**src/rtl/buffer_arbiter.sv**
```systemverilog
// rtl/buffer_arbiter.sv - two-port round-robin push/pop sequencer for the LIFO stack buffer
// Tracks occupancy itself so illegal ops are rejected before they reach the buffer.
module buffer_arbiter #(
  parameter int DEPTH = 11,
  parameter int WIDTH = 8,
  parameter int CW    = $clog2(DEPTH + 1)
) (
  input  logic             clk,
  input  logic             rst,
  input  logic             req0,
  input  logic             req1,
  input  logic             op0,
  input  logic             op1,
  input  logic [WIDTH-1:0] wdata0,
  input  logic [WIDTH-1:0] wdata1,
  output logic             gnt0,
  output logic             gnt1,
  output logic             err0,
  output logic             err1,
  output logic             rvalid0,
  output logic             rvalid1,
  output logic [WIDTH-1:0] rdata,
  output logic [CW-1:0]    count,
  output logic             busy,
  output logic             sync_err,
  output logic             buf_write,
  output logic             buf_read,
  output logic [WIDTH-1:0] buf_wdata,
  input  logic [WIDTH-1:0] buf_rdata,
  input  logic             buf_full,
  input  logic             buf_empty
);

  typedef enum logic [1:0] {IDLE, ISSUE, DONE, REJECT} state_t;

  localparam logic [CW-1:0] FULL_CNT = CW'(DEPTH);

  state_t           state_q, state_d;
  logic             sel_q, sel_d;
  logic             op_q, op_d;
  logic [WIDTH-1:0] wdata_q, wdata_d;
  logic             last_q, last_d;
  logic [CW-1:0]    count_q, count_d;
  logic             sync_err_q, sync_err_d;
  logic [WIDTH-1:0] rdata_q, rdata_d;

  logic             pick1;
  logic             pick_op;
  logic             illegal;
  logic             flag_mismatch;

  always_comb begin
    state_d    = state_q;
    sel_d      = sel_q;
    op_d       = op_q;
    wdata_d    = wdata_q;
    last_d     = last_q;
    count_d    = count_q;
    sync_err_d = sync_err_q;
    rdata_d    = rdata_q;

    // On a tie the requester not served last wins; last resets to 1 so req0 wins first.
    pick1   = req1 & (~req0 | ~last_q);
    pick_op = pick1 ? op1 : op0;
    illegal = pick_op ? (count_q == FULL_CNT) : (count_q == '0);
    flag_mismatch = (buf_empty != (count_q == '0)) || (buf_full != (count_q == FULL_CNT));

    case (state_q)
      IDLE: begin
        if (req0 || req1) begin
          sel_d = pick1;
          if (illegal) begin
            state_d = REJECT;
          end else begin
            op_d    = pick_op;
            wdata_d = pick1 ? wdata1 : wdata0;
            state_d = ISSUE;
          end
        end
      end
      ISSUE: begin
        if (op_q && count_q != FULL_CNT) begin
          count_d = count_q + CW'(1);
        end else if (!op_q && count_q != '0) begin
          count_d = count_q - CW'(1);
        end
        state_d = DONE;
      end
      DONE: begin
        if (!op_q) begin
          rdata_d = buf_rdata;
        end
        if (flag_mismatch) begin
          sync_err_d = 1'b1;
        end
        last_d  = sel_q;
        state_d = IDLE;
      end
      REJECT: begin
        last_d  = sel_q;
        state_d = IDLE;
      end
      default: state_d = IDLE;
    endcase
  end

  always_ff @(posedge clk or negedge rst) begin
    if (!rst) begin
      state_q    <= IDLE;
      sel_q      <= 1'b0;
      op_q       <= 1'b0;
      wdata_q    <= '0;
      last_q     <= 1'b1;
      count_q    <= '0;
      sync_err_q <= 1'b0;
      rdata_q    <= '0;
    end else begin
      state_q    <= state_d;
      sel_q      <= sel_d;
      op_q       <= op_d;
      wdata_q    <= wdata_d;
      last_q     <= last_d;
      count_q    <= count_d;
      sync_err_q <= sync_err_d;
      rdata_q    <= rdata_d;
    end
  end

  assign busy      = (state_q != IDLE);
  assign buf_write = (state_q == ISSUE) &&  op_q;
  assign buf_read  = (state_q == ISSUE) && !op_q;
  assign buf_wdata = buf_write ? wdata_q : '0;
  assign count     = count_q;

  assign gnt0    = (state_q == DONE) && !sel_q;
  assign gnt1    = (state_q == DONE) &&  sel_q;
  assign rvalid0 = gnt0 && !op_q;
  assign rvalid1 = gnt1 && !op_q;
  assign err0    = (state_q == REJECT) && !sel_q;
  assign err1    = (state_q == REJECT) &&  sel_q;

  // Pop data and a flag mismatch are both visible during DONE itself, then held.
  assign rdata    = ((state_q == DONE) && !op_q) ? buf_rdata : rdata_q;
  assign sync_err = sync_err_q || ((state_q == DONE) && flag_mismatch);

endmodule

```
**config.mk**
```make
export PLATFORM = sky130hd
export DESIGN_NAME = buffer_arbiter
export DESIGN_NICKNAME = d
export VERILOG_FILES = /design/src/rtl/buffer_arbiter.sv
export SDC_FILE = /design/constraint.sdc
export NUM_CORES = 1
export LEC_CHECK = 0
export ABC_CLOCK_PERIOD_IN_PS = 4100
export BUFFER_PORTS_ARGS = -buffer_cell sky130_fd_sc_hd__buf_2
export CAP_MARGIN = 20
export CORE_ASPECT_RATIO = 0.5
export CORE_MARGIN = 2
export CORE_UTILIZATION = 40
export DETAILED_ROUTE_END_ITERATION = 8
export PLACE_DENSITY = 0.69
export SLEW_MARGIN = 40
export SYNTH_ARGS = -nofsm -noshare
export SYNTH_HDL_FRONTEND = slang
export SYNTH_SLANG_ARGS = --single-unit
```
**constraint.sdc**
```tcl
create_clock -name clk -period 4.1 [get_ports clk]
set_input_delay 0.615 -clock clk [delete_from_list [all_inputs] [get_ports clk]]
set_output_delay 0.615 -clock clk [all_outputs]
set_load 0.02 [all_outputs]
```
==> flow_metrics.tcl, run 1 <==
set metrics [dict create \
    status "finished clean" \
    firstDrtPassIters 4 \
    area_growth_pct 30.6 \
    p_leak_uw 0.000898 \
    fin_tns_setup_ns 0 \
    remaining_drc_errors 0 \
    start_kind "flip-flop" \
    postRouteAntennaNets 0 \
    ys_warn_count 0 \
    cp_max_fo 9 \
    synth_top_family_by_area "multiplexers" \
    start_util_pct 41.3 \
    finalHoldViolCount 0 \
    worstSetupEndpointType "output port" \
    vdd_drop_max_uv 391 \
    die_height_um 45.9 \
    cts_tree "done" \
    yosys.area_share.simple_pct 14.4 \
    synth-seq-area-share_pct 46.5 \
    crit_required_ns 3.48 \
    rows 15 \
    synth-compound-area-share_pct 6.33 \
    core_um2 3400 \
    antenna_found_initial 0 \
    synth_edf_count 0 \
    drt_iter0_drc 18 \
    synth_top_area_cell "dfrtp_1" \
    rsz0062_at_grt "no" \
    fmax_mhz 364 \
    clock_latency_ns 0.27 \
    synth_seq_cells 26 \
    timing.slew.headroom_pct 54.5 \
    worst_slew_pin_slew_ns 0.677 \
    overflow 0 \
    synthAdderAreaFrac_pct 3.21 \
    gp_congestion 0.729 \
    grt_max_degree 27 \
    hold_class "in -> async" \
    cts.clk_slew.worst_paths_ns 0.09 \
    placed_area_um2 1760 \
    clockRootBuffer "clkbuf_8" \
    io_pins 62 \
    finalSetupViolations 0 \
    synth_cells 118 \
    cts_made_buffers 3 \
    dieArea_um2 4020 \
    design_area_um2 1830 \
    yosys-top-cells-count "25 x dfrtp_1, 25 x mux2_2, 9 x nor2_1" \
    synth_fp_nets 153 \
    multi_input_area_um2 728 \
    grt.total_usage_pct 15.3 \
    synthTopCellsByArea "dfrtp_1 45%, mux2_2 20%, and2_1 3.6%" \
    cts_sinks 26 \
    place_hpwl_um 2180 \
    post-route-util_pct 53.9 \
    fin_nets 216 \
    worst-setup-path-type "reg -> out" \
    clock_path_buffers 2 \
    drive_gt1_share_pct 53.9 \
    io_buffers 61 \
    n_antenna_cell 0 \
    wl_per_cell_um 12.6 \
    skew_ns 0.00312 \
    p_per_area_nw_per_um2 798 \
    critPathArrivalTime_ns 2.13 \
    synth-xor-area-share_pct 3.12 \
    post_cts_buffers 0 \
    rr_worst_depth 7 \
    cts_resized 0 \
    nFillCells 314 \
    cts_hold_buf 0 \
    rrSetupSlack_ns 1.94 \
    avgSynthCellArea_um2 11.9 \
    htreeDepth 1 \
    drv_cap 0 \
    async_flop_share_pct 100 \
    synthMuxAreaShare_pct 24.9 \
    drv_slew 0 \
    synth_area_um2 1400 \
    period_share_pct 67.0 \
    grt_pass1_wl_um 4640 \
    fin_crit_ns 2.75 \
    die_w_um 87.7 \
    viasPerCell 4.76 \
    final-seq-area_um2 652 \
    synth_top_area_share_pct 44.6 \
    synthFlopType "dfrtp_1" \
    synth_cell_types 34 \
    vias 1099 \
    first_global_vias 996 \
    wirelength_um 2910 \
]
worst paths after layout:
| check | start | to |
|---|---|---|
| max in group asynchronous | rst | rdata_q[3] |
| min in group clk | sync_err_q | sync_err_q |
| hold reg to reg | sync_err_q | sync_err_q |
| setup / recovery | state_q[1] | rdata[5] |
| hold / removal | rst | wdata_q[3] |
| setup reg to reg | count[0] | count[3] |
stage by stage:
stage               worst slack [ns]  total power [µW]  cells  hold slack, ns
floorplan                       1.86              1050    118           0.319
global placement                1.61              1240    227           0.449
detailed placement              1.58              1260    227           0.448
CTS                             1.35              1480    231           0.352
global route                    1.16              1580    231           0.369
finish                          1.35              1460    231           0.335
state kept, by name, indices dropped and copies added, names as in the netlist:
register,flops
wdata_q,8
rdata_q,8
last_q,1
count,4
sel_q,1
sync_err_q,1
state_q,2
op_q,1
placed cells by master (no fill, tap or decap), types with 3 or more instances in the layout:
cell	n
a21oi_1	5
and2_1	8
buf_2	61
clkbuf_8	3
dfrtp_1	25
inv_1	3
mux2_2	25
nand2_1	4
nor2_1	9
nor3_1	3
xor2_1	3
final cells by class:
cell class	instances	share of cell area, %
inverter	3	0.615
clock inverter	1	1.64
multi-input combinational	86	39.8
clock buffer	3	2.25
sequential	26	35.6
timing repair buffer	61	16.7
tap	51	3.48
power by group:
part	switching [µW]	internal [µW]	total [µW]
logic	413	342	755
clock network	82.5	131	213
registers	107	387	494
total	603	859	1460
critical path, stage by stage (launching register included):
cell and delay [ns]:
dfrtp_1 0.51, nand2b_1 0.20, nor2_1 0.56, mux2_2 0.42
buf_2 0.16
metal layers:
metal / global-route usage (%) / wire, µm / up-vias
met2: 25.2 / 1480 / 19
met1: 20.6 / 1300 / 537
met5: 0 / 0 / -
li1: - / - / 541
met3: 3.99 / 110 / 2
met4: 3.69 / 12 / 0
cell families after synthesis:
family | after synthesis
multiplexers | 30
AO/OA/AOI/OAI | 12
flip-flops | 26
adder cells (fa/ha/maj) | 3
buffers and inverters | 6
XOR/XNOR | 5
AND/OR/NAND/NOR | 36
Power figures use the tool's default switching activity.
==> run 2: changes to the inputs <==
--- a/config.mk
+++ b/config.mk
@@ -5,14 +5,14 @@
 export SDC_FILE = /design/constraint.sdc
 export NUM_CORES = 1
 export LEC_CHECK = 0
-export ABC_CLOCK_PERIOD_IN_PS = 4100
+export ABC_CLOCK_PERIOD_IN_PS = 2200
 export BUFFER_PORTS_ARGS = -buffer_cell sky130_fd_sc_hd__buf_2
 export CAP_MARGIN = 20
 export CORE_ASPECT_RATIO = 0.5
 export CORE_MARGIN = 2
 export CORE_UTILIZATION = 40
 export DETAILED_ROUTE_END_ITERATION = 8
-export PLACE_DENSITY = 0.69
+export PLACE_DENSITY = 0.72
 export SLEW_MARGIN = 40
 export SYNTH_ARGS = -nofsm -noshare
 export SYNTH_HDL_FRONTEND = slang
==> constraint.sdc (replaced) <==
create_clock -name clk -period 2.2 [get_ports clk]
set_input_delay 0.33 -clock clk [delete_from_list [all_inputs] [get_ports clk]]
set_output_delay 0.33 -clock clk [all_outputs]
set_load 0.02 [all_outputs]
==> run 2 against run 1 <==
  * Register-to-register slack got worse by 1.8 ns
  * Utilization is 3.6 points higher
  * Sequential share of layout area down 2.0 points
  * Setup slack got worse by 1.3 ns
  * Clock-buffer cell count stayed put
  * Wire length up 8.0%
  * Global-route usage grew 0.94 points
  * Combinational power up 120%
  * Non-clock buffer count grew 12
  * Critical path depth increased by 3
==> flow_metrics.tcl, run 2 (synthesized netlist as in run 1, its figures left out) <==
set metrics [dict create \
    status "finished clean" \
    placed_area_um2 1810 \
    clock_latency_ns 0.28 \
    rrSetupSlack_ns 0.15 \
    use_met2_pct 28.5 \
    cp.depth 7 \
    first_global_vias 1146 \
    drt_iter0_drc 53 \
    seqPwrFrac_pct 30.9 \
    path_buf_inv 3 \
    timing.slew.headroom_pct 62.1 \
    crit_chain "buf_6 -> nand4b_1 -> buf_6 -> xor2_1 -> a21oi_1 -> or2_2 -> buf_2" \
    reg2reg_to "wdata_q[4]" \
    place_hpwl_um 2320 \
    io_buffers 61 \
    p_int_uw 1740 \
    clock_path_buffers 2 \
    finalSetupViolations 0 \
    antenna_found_initial 0 \
    stdcell_count 243 \
    hold_class "in -> async" \
    use_met1_pct 21.0 \
    period_share_pct 96.4 \
    cts_tree "done" \
    die_height_um 45.9 \
    cp_slowest_stage_delay_ns 0.43 \
    critPathArrivalTime_ns 1.79 \
    remaining_drc_errors 0 \
    htreeDepth 1 \
    worst_slack_ns 0.0792 \
    worstSetupEndpointType "output port" \
    worst_slew_pin_slew_ns 0.568 \
    pwr-share-comb_pct 55.6 \
    drv_slew 0 \
    sw_frac_of_total_pct 40.8 \
    n_antenna_cell 0 \
    rsz0062_at_grt "yes" \
    grt_max_degree 27 \
    core_um2 3400 \
    crit_top_cell "buf_6" \
    design_area_um2 1950 \
    die_w_um 87.7 \
    overflow 0 \
    postRouteAntennaNets 0 \
    met3_usage_pct 3.62 \
    finalPower_uw 2940 \
    start_kind "flip-flop" \
    firstDrtPassIters 4 \
    fin_crit_ns 2.12 \
    rows 15 \
    viasPerCell 4.84 \
    clockRootBuffer "clkbuf_8" \
    post-place-cells 233 \
    crit_required_ns 1.87 \
    start_util_pct 41.3 \
    final_common_cell "buf_2" \
    cts_sinks 26 \
    cp_max_fo 4 \
    fmax_mhz 472 \
    crit_end "sync_err" \
    finalHoldViolCount 0 \
    cp_slowest_cell "dfrtp_1" \
    critPathTopFamily "buffers and inverters" \
    r2r_start "count[3]" \
    clkPwrFrac_pct 13.6 \
    grt.busiest_layer "met2" \
    nFillCells 303 \
    grt.total_usage_pct 16.3 \
    cts.clk_slew.worst_paths_ns 0.10 \
    cts_made_buffers 3 \
    critPathLaunch "count[0]" \
    post-place-ws_ns 0.124 \
    power.switching_uw 1200 \
    dieArea_um2 4020 \
    vias 1177 \
    grt_pass1_wl_um 5020 \
    wl_per_cell_um 12.9 \
    wirelength_um 3140 \
    vdd_drop_max_uv 628 \
    io_pins 62 \
    post-route-util_pct 57.5 \
    layout_common_cells "61 x buf_2, 25 x mux2_2, 22 x dfrtp_1" \
    drive_gt1_share_pct 59.4 \
    drv_cap 0 \
    skew_ns 0.00914 \
    area_growth_pct 39.3 \
    rr_worst_depth 5 \
    gp_congestion 0.755 \
    p_leak_uw 0.000959 \
    worst-setup-path-type "reg -> out" \
    p_per_area_nw_per_um2 1500 \
    fin_nets 228 \
]
-- run 2: how the worst min path moves through the flow --
stage | endpoint | slack (ns) | cells after the start
global placement | sync_err_q | 0.36 | 1
finish | sync_err_q | 0.03 | 1
CTS | sync_err_q | 0.06 | 1
detailed placement | sync_err_q | 0.37 | 1
global route | sync_err_q | 0.07 | 1
floorplan | count[0] | 0.03 | 0
-- run 2: metal layers --
metal | wire length (µm) | part of all wire [%]
met5 | 0 | 0
met2 | 1620 | 52
met3 | 99 | 3.2
met1 | 1400 | 44
met4 | 23 | 0.73
-- run 2: power groups by stage --
stage          clock, µW  sequential (µW)  combinational, µW
6_report             399              907               1630
3_5_place_dp           0              890               1530
4_1_cts              408              904               1540
5_1_grt              428              940               1800
2_1_floorplan          0              903               1050
3_3_place_gp           0              878               1500
-- run 2: repair_timing --
item / 4_1_cts / 5_1_grt
setup endpoints to repair: 1 / 9
pin swaps: 0 / 1
gates resized for setup: 2 / 7
hold buffers: 0 / 0
setup buffers: 0 / 6
-- run 2: through the flow --
step / hold WS (ns) / setup TNS, ns
2_1_floorplan: 0.0344 / 0
3_3_place_gp: 0.363 / 0
3_5_place_dp: 0.369 / 0
4_1_cts: 0.0648 / 0
5_1_grt: 0.0743 / -0.0174
6_report: 0.0317 / 0
-- run 2: layout make-up --
cell class                 count  area (µm²)  area share [%]
multi-input combinational     86         746            38.2
sequential                    26         656            33.5
timing repair buffer          73         407            20.8
tap                           51        63.8            3.27
clock buffer                   3        41.3            2.11
clock inverter                 1        30.0            1.54
inverter                       3        11.3           0.576
==> run 3: changes to the inputs <==
--- a/config.mk
+++ b/config.mk
@@ -5,14 +5,16 @@
 export SDC_FILE = /design/constraint.sdc
 export NUM_CORES = 1
 export LEC_CHECK = 0
+export ABC_AREA = 1
 export ABC_CLOCK_PERIOD_IN_PS = 2200
 export BUFFER_PORTS_ARGS = -buffer_cell sky130_fd_sc_hd__buf_2
 export CAP_MARGIN = 20
 export CORE_ASPECT_RATIO = 0.5
 export CORE_MARGIN = 2
 export CORE_UTILIZATION = 40
+export CTS_CLUSTER_DIAMETER = 30
 export DETAILED_ROUTE_END_ITERATION = 8
-export PLACE_DENSITY = 0.72
+export PLACE_DENSITY = 0.71
 export SLEW_MARGIN = 40
 export SYNTH_ARGS = -nofsm -noshare
 export SYNTH_HDL_FRONTEND = slang
==> run 3 against run 2 <==
  * Flip-flop and latch count unchanged
  * Critical endpoint is now rdata[0]
  * Hold slack better by 0.013 ns
  * Utilization decreased by 3.1 points
  * Area after synthesis increased by 8.8%
  * Clock skew down 0.0060 ns
==> flow_metrics.tcl, run 3 <==
set metrics [dict create \
    status "finished clean" \
    synth_edf_count 0 \
    stdcell_count 297 \
    fmax_mhz 505 \
    wl_per_cell_um 11.1 \
    nFillCells 355 \
    area_growth_pct 26.4 \
    worst_slew_pin_slew_ns 0.583 \
    vdd_drop_max_uv 537 \
    worstSetupEndpointType "output port" \
    clock_path_buffers 2 \
    cts_hold_buf 0 \
    dieArea_um2 4360 \
    p_leak_uw 0.00108 \
    async_flop_share_pct 100 \
    p_per_area_nw_per_um2 1470 \
    synth_top_area_share_pct 41.0 \
    post_cts_buffers 0 \
    die_height_um 47.7 \
    fin_nets 282 \
    hold_class "in -> async" \
    start_util_pct 43.0 \
    crit_required_ns 1.87 \
    timing.slew.headroom_pct 61.1 \
    vias 1376 \
    htreeDepth 1 \
    synth-seq-area-share_pct 42.7 \
    synthTopCellsByArea "dfrtp_1 41%, nand2_1 14%, nand3_1 6.2%" \
    remaining_drc_errors 0 \
    cts_sinks 26 \
    fin_tns_setup_ns 0 \
    cts_tree "done" \
    synth_top_area_cell "dfrtp_1" \
    yosysMostFrequentCell "nand2_1" \
    drv_cap 0 \
    antenna_found_initial 0 \
    start_kind "flip-flop" \
    synthFlopType "dfrtp_1" \
    cts_resized 0 \
    place_hpwl_um 2540 \
    drt_iter0_drc 34 \
    io_buffers 61 \
    synth_cells 185 \
    postRouteAntennaNets 0 \
    period_share_pct 90.1 \
    avgSynthCellArea_um2 8.25 \
    first_global_vias 1239 \
    cp_slowest_stage_delay_ns 0.48 \
    wirelength_um 3310 \
    drive_gt1_share_pct 38.6 \
    worst-setup-path-type "reg -> out" \
    rsz0062_at_grt "no" \
    core_um2 3550 \
    final_common_cell "buf_2" \
    firstDrtPassIters 4 \
    finalSetupViolations 0 \
    synth_seq_cells 26 \
    skew_ns 0.00318 \
    synth_cell_types 25 \
    io_pins 62 \
    die_w_um 91.4 \
    layout_common_cells "61 x buf_2, 56 x nand2_1, 25 x dfrtp_1" \
    cp_max_fo 9 \
    ys_warn_count 0 \
    rows 15 \
    clock_latency_ns 0.27 \
    n_antenna_cell 0 \
    fin_crit_ns 1.98 \
    overflow 0 \
    gp_congestion 0.801 \
    critPathArrivalTime_ns 1.65 \
    cts_made_buffers 3 \
    finalHoldViolCount 0 \
    grt.total_usage_pct 16.1 \
    clockRootBuffer "clkbuf_8" \
    viasPerCell 4.63 \
    post-place-cells 293 \
    crit_chain "inv_1 -> nand2_2 -> mux2_2 -> buf_2" \
    cp_slowest_cell "dfrtp_1" \
    synth_area_um2 1530 \
    grt_max_degree 27 \
    drv_slew 0 \
    grt_pass1_wl_um 5380 \
    cts.clk_slew.worst_paths_ns 0.09 \
    yosys-top-cells-count "56 x nand2_1, 25 x dfrtp_1, 19 x nand3_1" \
    synth_fp_nets 220 \
]
-- run 3: layer usage --
metal	share of wire [%]	global-route usage, %	up-vias	wire length [µm]
met3	4.2	4.41	2	140
li1	-	-	705	-
met4	0.88	4.55	0	29
met1	45	19.1	644	1500
met5	0	0	-	0
met2	50	30.4	25	1640
-- run 3: cells by family after synthesis --
family / Yosys count / share of synthesized area [%]
AND/OR/NAND/NOR: 118 / 37.7
adder cells (fa/ha/maj): 3 / 2.95
multiplexers: 8 / 5.90
XOR/XNOR: 4 / 2.29
flip-flops: 26 / 42.7
buffers and inverters: 22 / 6.88
AO/OA/AOI/OAI: 4 / 1.56
-- run 3: cell type report --
class	instances	area (µm²)	area share, %
Clock inverter	1	30.0	1.56
Sequential cell	26	652	33.8
Multi-Input combinational cell	137	769	39.9
Timing Repair Buffer	61	305	15.8
Tap cell	51	63.8	3.31
Clock buffer	3	41.3	2.14
Inverter	18	67.6	3.50
-- run 3: report_power, final --
part | switching, µW | leakage, µW | internal [µW]
logic | 990 | 0.000738 | 557
registers | 174 | 0.000309 | 715
clock network | 152 | 0.0000357 | 244
-- run 3: critical path, delay by kind of cell, from the launching register on --
family        cells  cell delay (ns)
buf+inv           2             0.31
simple gates      1             0.22
mux               1             0.38
flops             1             0.48
-- run 3: per-stage QoR --
step	hold WS (ns)	util (%)	setup slack (ns)	total power (µW)	instance area (µm²)
floorplan	0.0344	-	0.399	2060	1530
global placement	0.362	52.4	0.442	2420	1860
detailed placement	0.372	52.4	0.344	2460	1860
CTS	0.0628	54.4	0.207	2870	1930
global route	0.0911	54.4	0.0858	3090	1930
finish	0.0449	54.4	0.218	2830	1930
-- run 3: final timing paths --
kind / cells after the start / start / slack [ns] / to
worst max register to register: 11 / count[0] / 0.33 / count[3]
min in group clk: 2 / buf_rdata[2] / 0.30 / rdata_q[2]
worst max-delay path: 4 / op_q / 0.22 / rdata[0]
max in group asynchronous: 1 / rst / 1.77 / wdata_q[1]
worst min register to register: 2 / sync_err_q / 0.46 / sync_err_q
worst min-delay path: 1 / rst / 0.04 / count[1]
